`config.mk`:
```
export PLATFORM = sky130hd
export DESIGN_NAME = hazard_ctrl
export DESIGN_NICKNAME = d
export VERILOG_FILES = /design/src/rtl/hazard_ctrl.sv
export SDC_FILE = /design/constraint.sdc
export NUM_CORES = 1
export LEC_CHECK = 0
export BUFFER_PORTS_ARGS = -buffer_cell sky130_fd_sc_hd__clkbuf_2
export CAP_MARGIN = 20
export CORE_MARGIN = 2
export CORE_UTILIZATION = 38
export DETAILED_ROUTE_END_ITERATION = 10
export PLACE_DENSITY_LB_ADDON = 0.1
export SYNTH_ARGS = -nofsm -noshare
export SYNTH_HDL_FRONTEND = slang
export SYNTH_SLANG_ARGS = --single-unit
```
`constraint.sdc`:
```
create_clock -name clk -period 2.9 [get_ports clk]
set_input_delay 0.29 -clock clk [delete_from_list [all_inputs] [get_ports clk]]
set_output_delay 0.29 -clock clk [all_outputs]
set_load 0.05 [all_outputs]
```
`src/rtl/hazard_ctrl.sv`:
```
// Pipeline hazard controller: load-use, branch-in-ID and mul/div stalls.
// Optional HAZARD_PERF_CNT_EN adds stall/flush performance counters.
`ifndef REG_ADDR_WIDTH
`define REG_ADDR_WIDTH 5
`endif

module hazard_ctrl #(
  parameter int         REG_ADDR_WIDTH = `REG_ADDR_WIDTH,
  parameter logic [6:0] BRANCH_OPCODE  = 7'b1100011,
  parameter logic [6:0] JALR_OPCODE    = 7'b1100111
) (
  input  logic                      clk,
  input  logic                      rst_n,
  input  logic [6:0]                IF_ID_inst_opcode,
  input  logic [REG_ADDR_WIDTH-1:0] IF_ID_rs1,
  input  logic [REG_ADDR_WIDTH-1:0] IF_ID_rs2,
  input  logic                      ID_EX_mem_rd_en,
  input  logic [REG_ADDR_WIDTH-1:0] ID_EX_rd,
  input  logic                      EX_MEM_mem_rd_en,
  input  logic [REG_ADDR_WIDTH-1:0] EX_MEM_rd,
  input  logic                      ID_EX_md_en,
  input  logic                      md_done,
  input  logic                      branch_taken,
  output logic                      md_start,
  output logic                      pc_wr_en,
  output logic                      IF_ID_wr_en,
  output logic                      ID_EX_wr_en,
  output logic                      IF_ID_flush,
  output logic                      ID_EX_flush,
  output logic                      EX_MEM_flush,
  output logic [31:0]               stall_cycles,
  output logic [31:0]               flush_count
);

  typedef enum logic [1:0] {
    RUN,
    BR_STALL,
    MD_WAIT
  } state_t;

  state_t state_q;
  state_t state_d;

  logic is_br;
  logic is_jalr;
  logic ex_ld;
  logic mem_ld;
  logic ex_rs1;
  logic ex_rs2;
  logic mem_rs1;
  logic mem_rs2;
  logic load_use;
  logic br_ex;
  logic br_mem;

  assign is_br   = IF_ID_inst_opcode == BRANCH_OPCODE;
  assign is_jalr = IF_ID_inst_opcode == JALR_OPCODE;

  assign ex_ld  = ID_EX_mem_rd_en && (ID_EX_rd != '0);
  assign mem_ld = EX_MEM_mem_rd_en && (EX_MEM_rd != '0);

  assign ex_rs1  = ex_ld && (ID_EX_rd == IF_ID_rs1);
  assign ex_rs2  = ex_ld && (ID_EX_rd == IF_ID_rs2);
  assign mem_rs1 = mem_ld && (EX_MEM_rd == IF_ID_rs1);
  assign mem_rs2 = mem_ld && (EX_MEM_rd == IF_ID_rs2);

  assign load_use = ex_rs1 | ex_rs2;
  // JALR only reads rs1, so rs2 matches never hold it for the branch path
  assign br_ex  = (is_br & (ex_rs1 | ex_rs2)) | (is_jalr & ex_rs1);
  assign br_mem = (is_br & (mem_rs1 | mem_rs2)) | (is_jalr & mem_rs1);

  always_ff @(posedge clk or negedge rst_n) begin
    if (!rst_n) begin
      state_q <= RUN;
    end else begin
      state_q <= state_d;
    end
  end

  always_comb begin
    state_d      = state_q;
    md_start     = 1'b0;
    pc_wr_en     = 1'b1;
    IF_ID_wr_en  = 1'b1;
    ID_EX_wr_en  = 1'b1;
    IF_ID_flush  = 1'b0;
    ID_EX_flush  = 1'b0;
    EX_MEM_flush = 1'b0;
    if (!rst_n) begin
      state_d = RUN;
    end else begin
      case (state_q)
        RUN: begin
          if (ID_EX_md_en) begin
            md_start     = 1'b1;
            pc_wr_en     = 1'b0;
            IF_ID_wr_en  = 1'b0;
            ID_EX_wr_en  = 1'b0;
            EX_MEM_flush = 1'b1;
            state_d      = MD_WAIT;
          end else if (br_ex) begin
            pc_wr_en    = 1'b0;
            IF_ID_wr_en = 1'b0;
            ID_EX_flush = 1'b1;
            state_d     = BR_STALL;
          end else if (load_use || br_mem) begin
            pc_wr_en    = 1'b0;
            IF_ID_wr_en = 1'b0;
            ID_EX_flush = 1'b1;
          end else if (branch_taken) begin
            IF_ID_flush = 1'b1;
          end
        end
        BR_STALL: begin
          pc_wr_en    = 1'b0;
          IF_ID_wr_en = 1'b0;
          ID_EX_flush = 1'b1;
          state_d     = RUN;
        end
        MD_WAIT: begin
          if (md_done) begin
            state_d = RUN;
          end else begin
            pc_wr_en     = 1'b0;
            IF_ID_wr_en  = 1'b0;
            ID_EX_wr_en  = 1'b0;
            EX_MEM_flush = 1'b1;
          end
        end
        default: begin
          state_d = RUN;
        end
      endcase
    end
  end

`ifdef HAZARD_PERF_CNT_EN
  logic [31:0] stall_cnt_q;
  logic [31:0] flush_cnt_q;

  always_ff @(posedge clk or negedge rst_n) begin
    if (!rst_n) begin
      stall_cnt_q <= '0;
      flush_cnt_q <= '0;
    end else begin
      if (!pc_wr_en) stall_cnt_q <= stall_cnt_q + 32'd1;
      if (IF_ID_flush) flush_cnt_q <= flush_cnt_q + 32'd1;
    end
  end

  assign stall_cycles = stall_cnt_q;
  assign flush_count  = flush_cnt_q;
`else
  assign stall_cycles = '0;
  assign flush_count  = '0;
`endif

endmodule

```
==> results of run 1 <==
[worst max-delay path, cell delays in order]
cell	delay, ns
dlygate4sd3_1	0.53
clkbuf_2	0.15
nand2_1	0.12
nor3_1	0.19
nand2_1	0.08
nor3_1	0.17
clkbuf_2	0.32
[per-layer routing]
layer  global-route usage  share of wire  up-vias
li1                     -              -      374
met4               0.0625         0.0034        0
met1                0.127           0.35      333
met3               0.0383           0.12        2
met5                    0              0        -
met2                0.243           0.52       56
[timing repair]
action                                  in CTS  in global routing
setup buffers                                0                  0
endpoints found under the hold margin        2                  0
endpoints found under the setup margin       0                  0
hold buffers                                 1                  0
[cells in the mapped netlist (2+ instances only)]
master     number
xnor2_1        13
a2111oi_0       2
nor3_1          4
xor2_1          7
nand3_1         4
nor2_1          6
nand2_1         3
dfrtp_1         2
o21ai_0         2
buf_4          65
inv_1           3
[cell type report]
cell class / count / area (µm²)
Inverter: 3 / 11.3
Sequential cell: 2 / 50.0
Clock buffer: 3 / 22.5
Multi-Input combinational cell: 120 / 657
Timing Repair Buffer: 41 / 210
Tap cell: 30 / 37.5
Fill cell: 274 / 1440
[cells by family (layout without fill, tap and decap cells)]
logic type / count (synthesis) / in the layout / share of synthesized area
other: 1 / 64 / 0.00389
DFF: 2 / 2 / 0.0520
xor gates and xnor gates: 20 / 20 / 0.182
AOI/OAI and AO/OA: 11 / 11 / 0.100
and+or+nand+nor: 25 / 25 / 0.144
buffers and inverters: 68 / 47 / 0.518
[report_power, final]
group | internal (mW) | switching (mW)
clock network | 0.0458 | 0.0179
logic | 0.0453 | 0.242
registers | 0.0292 | 0.00122
[final timing paths]
kind                            startpoint  depth (start not counted)  slack, ns          end
worst max register to register  state_q[1]                          4       1.79   state_q[0]
worst max-delay path                 rst_n                          7       0.76  IF_ID_flush
worst min-delay path               md_done                          2       0.34   state_q[1]
min in group asynchronous            rst_n                          2       0.41   state_q[0]
max in group asynchronous            rst_n                          2       2.37   state_q[1]
worst min register to register  state_q[1]                          1       0.55   state_q[1]
[through the flow]
step                cells  area (µm²)  power, mW
global placement      195         956      0.316
detailed placement    195         956      0.316
floorplan             190        1210      0.341
global route          199         988      0.409
finish                199         988      0.381
CTS                   199         988      0.387
==> impl_metrics.csv, run 1 <==
group,metric,value,unit
cells_and_area,reg.largest.list,"state_q x2",
sta,final_hold_viol_count,0,
sta,finalSetupViolations,0,
place,io_buffers,40,
cells_and_area,regMostFlops,"state_q",
synth,ys_async_sr_fraction,1.00,
sta,timing.final.crit_share,0.738,
synth,netlist_instances,127,
detailed_routing,wl_per_cell,8.89,µm
cells_and_area,finalCoreUtilization,0.406,
global_routing,first_global_vias,688,
place,place_congestion,0.748,
cells_and_area,largest_reg_flops,2,
synth,synth_seq_cells,2,
clock_network,cts.repair.resized,0,
clock_network,clkTransAtPathRegs,0.03,ns
min_path,hp-class,"input port to flop",
sta,fin_skew,0.00162,ns
floorplan,io_pins,105,
global_routing,grt_first_pass_wirelength,2730,µm
clock_network,clkSinkCount,2,
clock_network,clockBufferDepth,2,
detailed_routing,dr.pass1.iters,4,
sta,whs,0.337,ns
pwr,leakage,0.567,nW
floorplan,row_count,18,
detailed_routing,ant_nets,0,
floorplan,core_region_area,2430,µm²
cells_and_area,final_cell_mix,"conb_1 (64), clkbuf_2 (40), xnor2_1 (13), xor2_1 (7), nor2_1 (6)",
clock_network,clock_latency,0.23,ns
clock_network,cts_made_buffers,3,
worst_setup_path,endpoint_kind,"output port",
worst_setup_path,setup.worst_path.start_class,"input port",
floorplan,start_util,0.396,
cells_and_area,nets,205,
floorplan,die_x,54.4,µm
pwr,power_density,386,nW/µm²
synth,synth_area_per_cell,7.59,µm²
cells_and_area,n_antenna_cell,0,
worst_setup_path,worstSetupPathType,"input port to output port",
clock_network,htreeDepth,1,
cells_and_area,final_common_cell,"conb_1",
sta,timing.final.crit_period,2.14,ns
clock_network,tritoncts,"done",
global_routing,track_usage,0.129,
floorplan,die_y,54.4,µm
sta,slew_viol_final,0,
place,dpl.hpwl,1640,µm
detailed_routing,drc,0,
detailed_routing,vias_per_cell,3.84,
synth,synth_area_leaders,"buf_4 (51%), xnor2_1 (12%), xor2_1 (6.4%)",
worst_setup_path,critPathMaxFanout,5,
synth,synth_top_area_frac,0.506,
synth,ys_types,27,
synth,synth_area,963,µm²
sta,finalSetupTns,0,ns
global_routing,overflow,0,
synth,seq_area_frac_synth,0.0519,
cells_and_area,area_growth,2.60,%
pwr,worst_ir_drop_vdd,0.000158,V
worst_setup_path,crit_required,2.61,ns
synth,yosys.area.top_type,"buf_4",
floorplan,dieArea,2950,µm²
global_routing,grt_start_max_net_pins,8,
detailed_routing,drt_first_iter_violations,5,
synth,synthFlopType,"dfrtp_1",
sta,fmax,0.467,GHz
global_routing,antenna_found_initial,0,
outcome,outcome,"complete, no violations",
flow_run,drv_cap,0,
detailed_routing,vias,765,
sta,rsz0062_at_grt,"no",
synth,yosys_warnings,0,
place,dp_slack,0.790,ns
clock_network,cts_root_buf,"clkbuf_4",
worst_setup_path,cp.arrival,1.85,ns
synth,synth-edff-count,0,
detailed_routing,totalWireLength,1770,µm
sta,setup_slack,0.760,ns
cells_and_area,drive_gt1_frac,0.290,
Power figures use the tool's default switching activity.
==> run 2: changes to the inputs <==
CORE_UTILIZATION = 31   (was 38)
clock period = 1.8 ns   (was 2.9 ns; I/O delays follow)
==> run 2 against run 1 <==
Sequential power increased by 64%. Global-route usage decreased by 3.0 points. Non-clock buffer count increased by 8. Wire length increased by 11%. Final cell count increased by 5.5%. Sequential share of layout area decreased by 0.86 points. Clock-buffer cell count unchanged. Final area increased by 20%. Clock skew increased by 0.00050 ns. Critical endpoint is now pc_wr_en. Highest routed layer is now met3.
==> impl_metrics.csv, run 2 (same netlist as run 1, synthesis figures left out) <==
group,metric,value,unit
worst_setup_path,worstPathCellList,"buf_6 -> or4_4 -> o21ai_4 -> a21oi_4 -> o31ai_4 -> buf_8",
worst_setup_path,setup.worst_path.start_class,"input port",
cells_and_area,regMostFlops,"state_q",
clock_network,cts_root_buf,"clkbuf_4",
floorplan,start_util,0.321,
global_routing,overflow,0,
min_path,hold_start,"md_done",
global_routing,use_met1,0.114,
pwr,leakage,0.652,nW
global_routing,use_met2,0.182,
sta,fin_skew,0.00212,ns
clock_network,tritoncts,"done",
min_path,hp-class,"input port to flop",
worst_setup_path,startpoint,"ID_EX_rd[1]",
clock_network,clockBufferDepth,2,
floorplan,core_region_area,3000,µm²
sta,slew_viol_final,0,
detailed_routing,ant_nets,0,
worst_setup_path,critPathMaxFanout,3,
place,io_buffers,40,
global_routing,grt_first_pass_wirelength,2730,µm
worst_setup_path,critPathMaxStageDelay,0.54,ns
worst_setup_path,r2r_start,"state_q[1]",
sta,fmax,0.571,GHz
cells_and_area,nets,213,
clock_network,clkTransAtPathRegs,0.03,ns
detailed_routing,drt_first_iter_violations,15,
pwr,finalPower,0.661,mW
cells_and_area,final_common_cell,"conb_1",
pwr,worst_ir_drop_vdd,0.000167,V
floorplan,dieArea,3570,µm²
global_routing,grt_busiest_layer,"met2",
clock_network,htreeDepth,1,
cells_and_area,design_area,1190,µm²
detailed_routing,dr.pass1.iters,4,
cells_and_area,nFillCells,326,
worst_setup_path,cp.arrival,1.57,ns
worst_setup_path,cp_slowest_cell,"or4_4",
clock_network,clock_latency,0.23,ns
worst_setup_path,crit_required,1.62,ns
global_routing,antenna_found_initial,0,
global_routing,track_usage,0.0992,
cells_and_area,largest_reg_flops,2,
outcome,outcome,"complete, no violations",
flow_run,drv_cap,0,
cells_and_area,reg.largest.list,"state_q x2",
floorplan,io_pins,105,
place,dpl.hpwl,1780,µm
cells_and_area,area_growth,23.5,%
sta,rsz0062_at_grt,"yes",
place,dpl_cell_area,1060,µm²
pwr,power_density,556,nW/µm²
global_routing,first_global_vias,660,
worst_setup_path,crit_family,"compound AO/OA/AOI/OAI gates",
detailed_routing,totalWireLength,1960,µm
cells_and_area,regArea,50.0,µm²
detailed_routing,vias_per_cell,3.86,
floorplan,die_x,59.7,µm
cells_and_area,final_cell_mix,"conb_1 (64), clkbuf_2 (35), xnor2_1 (10), buf_4 (9), xor2_1 (7)",
cells_and_area,multi_input_area,751,µm²
sta,timing.final.crit_share,0.974,
sta,final_hold_viol_count,0,
place,place_congestion,0.721,
sta,timing.final.crit_period,1.75,ns
worst_setup_path,endpoint_kind,"output port",
detailed_routing,drc,0,
cells_and_area,finalCoreUtilization,0.396,
worst_setup_path,worstSetupPathType,"input port to output port",
detailed_routing,vias,810,
worst_setup_path,path_buf_inv,2,
clock_network,cts_made_buffers,3,
global_routing,grt_start_max_net_pins,8,
cells_and_area,n_antenna_cell,0,
detailed_routing,wl_per_cell,9.33,µm
global_routing,grt_use_met3,0.0281,
sta,finalSetupViolations,0,
floorplan,row_count,20,
cells_and_area,drive_gt1_frac,0.384,
clock_network,clkSinkCount,2,
floorplan,die_y,59.7,µm
## run 2: cell types whose count changed in the layout (fill, tap and decap cells not counted), sizes merged
| cell | change |
|---|---|
| clkbuf | -5 |
| buf | +13 |
## run 2: power by group
group	switching [mW]	internal, mW	total, mW
clock network	0.0285	0.0738	0.102
registers	0.00283	0.0471	0.0499
logic	0.406	0.103	0.509
## run 2: path summary, 6_finish.rpt
path | endpoint | slack, ns | cells past startpoint
max | pc_wr_en | 0.05 | 6
min | state_q[1] | 0.26 | 2
max reg2reg | state_q[0] | 0.73 | 4
min reg2reg | state_q[1] | 0.61 | 1
max in group asynchronous | state_q[0] | 1.31 | 2
min in group asynchronous | state_q[1] | 0.35 | 2
## run 2: layer usage
metal	wire, µm	vias to the layer above
met3	226	0
met1	767	356
met2	966	61
li1	-	393
met5	0	-
met4	0	0
## run 2: per-stage QoR
stage,setup WS (ns),setup TNS [ns],hold slack (ns),std cells
2_1_floorplan,-0.173,-0.225,-0.116,190
3_3_place_gp,-0.0467,-0.0938,-0.00775,205
3_5_place_dp,-0.0836,-0.218,-0.00795,205
4_1_cts,0.00154,0,0.240,209
5_1_grt,-0.0118,-0.0118,0.265,210
6_report,0.0474,0,0.257,210
## run 2: area by class of cell
class                           instances  share of cell area
Multi-Input combinational cell        120               0.631
Timing Repair Buffer                   49               0.264
Sequential cell                         2              0.0421
Tap cell                               33              0.0347
Clock buffer                            3              0.0189
Inverter                                3             0.00946
## run 2: repair_timing
action                     in CTS  in global routing
setup endpoints to repair       4                  4
pin swaps                       0                  6
gates resized for setup         7                 13
setup buffers                   0                  1
hold endpoints to repair        2                  0
hold buffers                    1                  0
==> run 3: changes to the inputs <==
GPL_TIMING_DRIVEN = 0   (was not set)
==> run 3 against run 2 <==
The run now ends with negative setup slack left. Clock power hardly changed. Worst hold slack got worse by 0.0079 ns. Clock-buffer cell count is the same. Total power increased by 15%. Combinational power increased by 19%. Die area is the same. Critical path type unchanged. Critical endpoint unchanged. Largest cell class is now non-clock buffers. Highest routed layer unchanged.
==> impl_metrics.csv, run 3 (same netlist as run 1, synthesis figures left out) <==
group,metric,value,unit
global_routing,first_global_vias,790,
cells_and_area,drive_gt1_frac,0.519,
flow_run,drv_cap,0,
worst_setup_path,worstPathCellList,"buf_8 -> or4_4 -> o211ai_4 -> nor2_4 -> o31ai_4 -> buf_6 -> buf_8",
detailed_routing,ant_nets,0,
worst_setup_path,critPathMostFrequentCell,"buf_8",
sta,fin_skew,0.00576,ns
pwr,comb_power_share,0.799,
outcome,outcome,"complete, but fails checks",
worst_setup_path,setup.worst_path.start_class,"input port",
worst_setup_path,cp_slowest_cell,"or4_4",
clock_network,cts_made_buffers,3,
clock_network,cts_root_buf,"clkbuf_4",
detailed_routing,vias,920,
global_routing,grt_start_max_net_pins,8,
worst_setup_path,worstSetupPathType,"input port to output port",
sta,finalSetupViolations,2,
worst_setup_path,critPathMaxFanout,3,
clock_network,clkSinkCount,2,
global_routing,track_usage,0.118,
sta,timing.final.crit_share,1.01,
detailed_routing,wl_per_cell,8.19,µm
worst_setup_path,path_buf_inv,3,
place,dpl.hpwl,1970,µm
global_routing,grt_first_pass_wirelength,3260,µm
cells_and_area,regMostFlops,"state_q",
pwr,leakage,0.965,nW
worst_setup_path,crit_required,1.62,ns
detailed_routing,totalWireLength,2200,µm
cells_and_area,largest_reg_flops,2,
worst_setup_path,cp.arrival,1.65,ns
floorplan,io_pins,105,
sta,finalSetupTns,-0.0281,ns
pwr,worst_ir_drop_vdd,0.000215,V
pwr,power_density,475,nW/µm²
clock_network,htreeDepth,1,
floorplan,dieArea,3570,µm²
outcome,failed_checks,"negative setup slack",
floorplan,core_region_area,3000,µm²
cells_and_area,reg.largest.list,"state_q x2",
cells_and_area,n_antenna_cell,0,
cells_and_area,area_growth,66.6,%
pwr,swShare,0.594,
clock_network,clkTransAtPathRegs,0.03,ns
cells_and_area,final_common_cell,"buf_4",
global_routing,overflow,0,
worst_setup_path,crit_family,"simple AND/OR/NAND/NOR gates",
place,place_congestion,0.795,
cells_and_area,final_cell_mix,"buf_4 (67), conb_1 (64), clkbuf_2 (33), xnor2_1 (12), xor2_1 (7)",
global_routing,antenna_found_initial,0,
clock_network,clockBufferDepth,2,
sta,fmax,0.548,GHz
floorplan,die_y,59.7,µm
detailed_routing,vias_per_cell,3.43,
min_path,hp-class,"input port to flop",
sta,final_hold_viol_count,0,
cells_and_area,finalCoreUtilization,0.535,
floorplan,start_util,0.321,
sta,slew_viol_final,0,
sta,setup_slack,-0.0250,ns
sta,rsz0062_at_grt,"yes",
sta,timing.final.crit_period,1.83,ns
floorplan,die_x,59.7,µm
pwr,seq_power_share,0.065,
detailed_routing,drt_first_iter_violations,46,
clock_network,tritoncts,"done",
pwr,switchingPower,0.452,mW
place,io_buffers,40,
detailed_routing,dr.pass1.iters,4,
worst_setup_path,critPathMaxStageDelay,0.54,ns
worst_setup_path,endpoint_kind,"output port",
detailed_routing,drc,0,
pwr,clock_power_share,0.136,
floorplan,row_count,20,
pwr,p_int,0.309,mW
cells_and_area,nets,271,
clock_network,clock_latency,0.23,ns
-- run 3: cell types whose count changed in the layout (fill, tap and decap cells not counted), sizes merged --
cell and change:
buf +60, clkbuf -2
-- run 3: path summary, 6_finish.rpt --
check	start	endpoint	slack, ns	cells after the start
max in group asynchronous	rst_n	state_q[0]	1.33	2
min reg2reg	state_q[1]	state_q[1]	0.58	1
max	EX_MEM_rd[4]	pc_wr_en	-0.03	7
min in group asynchronous	rst_n	state_q[1]	0.33	2
max reg2reg	state_q[1]	state_q[0]	0.62	4
min	md_done	state_q[1]	0.25	2
-- run 3: layout make-up --
cell class              count  area, µm²
flip-flops and latches      2       50.0
repair buffers             42        255
fillers                   315       1400
clock buffers               3       22.5
well taps                  33       41.3
inverters                   3       11.3
plain buffers              65        492
multi-input cells         120        733
-- run 3: worst register-to-register path: cells and delay by family (launching register included) --
family / cells / cell delay, ns
buffers and inverters: 1 / 0.13
flip-flops: 1 / 0.42
AND/OR/NAND/NOR: 3 / 0.56
-- run 3: routing by layer --
layer	vias to the layer above	track usage	wire length (µm)
met5	-	0	0
met4	0	0.0190	0
met3	0	0.0541	295
met2	60	0.199	1060
met1	353	0.140	841
li1	507	-	-
-- run 3: repair_timing --
item | in CTS | in global routing
hold endpoints to repair | 2 | 0
setup endpoints to repair | 4 | 4
setup buffers | 0 | 1
pin swaps | 1 | 8
hold buffers | 1 | 0
gates resized for setup | 8 | 18
-- run 3: per-stage QoR --
stage | std cells | power, mW | setup slack [ns] | area, µm² | hold slack (ns)
4_1_cts | 267 | 0.746 | -0.0242 | 1550 | 0.244
6_report | 268 | 0.762 | -0.0250 | 1610 | 0.249
5_1_grt | 268 | 0.810 | -0.0864 | 1610 | 0.262
2_1_floorplan | 190 | 0.557 | -0.173 | 1240 | -0.116
3_5_place_dp | 263 | 0.630 | -0.179 | 1480 | -0.00699
3_3_place_gp | 263 | 0.628 | -0.155 | 1480 | -0.00865
-- run 3: power groups by stage --
stage               Sequential [mW]  Clock (mW)  Combinational, mW
floorplan                    0.0497           0              0.507
global placement             0.0501           0              0.578
detailed placement           0.0502           0              0.580
CTS                          0.0497       0.107              0.590
global route                 0.0501       0.117              0.643
finish                       0.0496       0.104              0.608
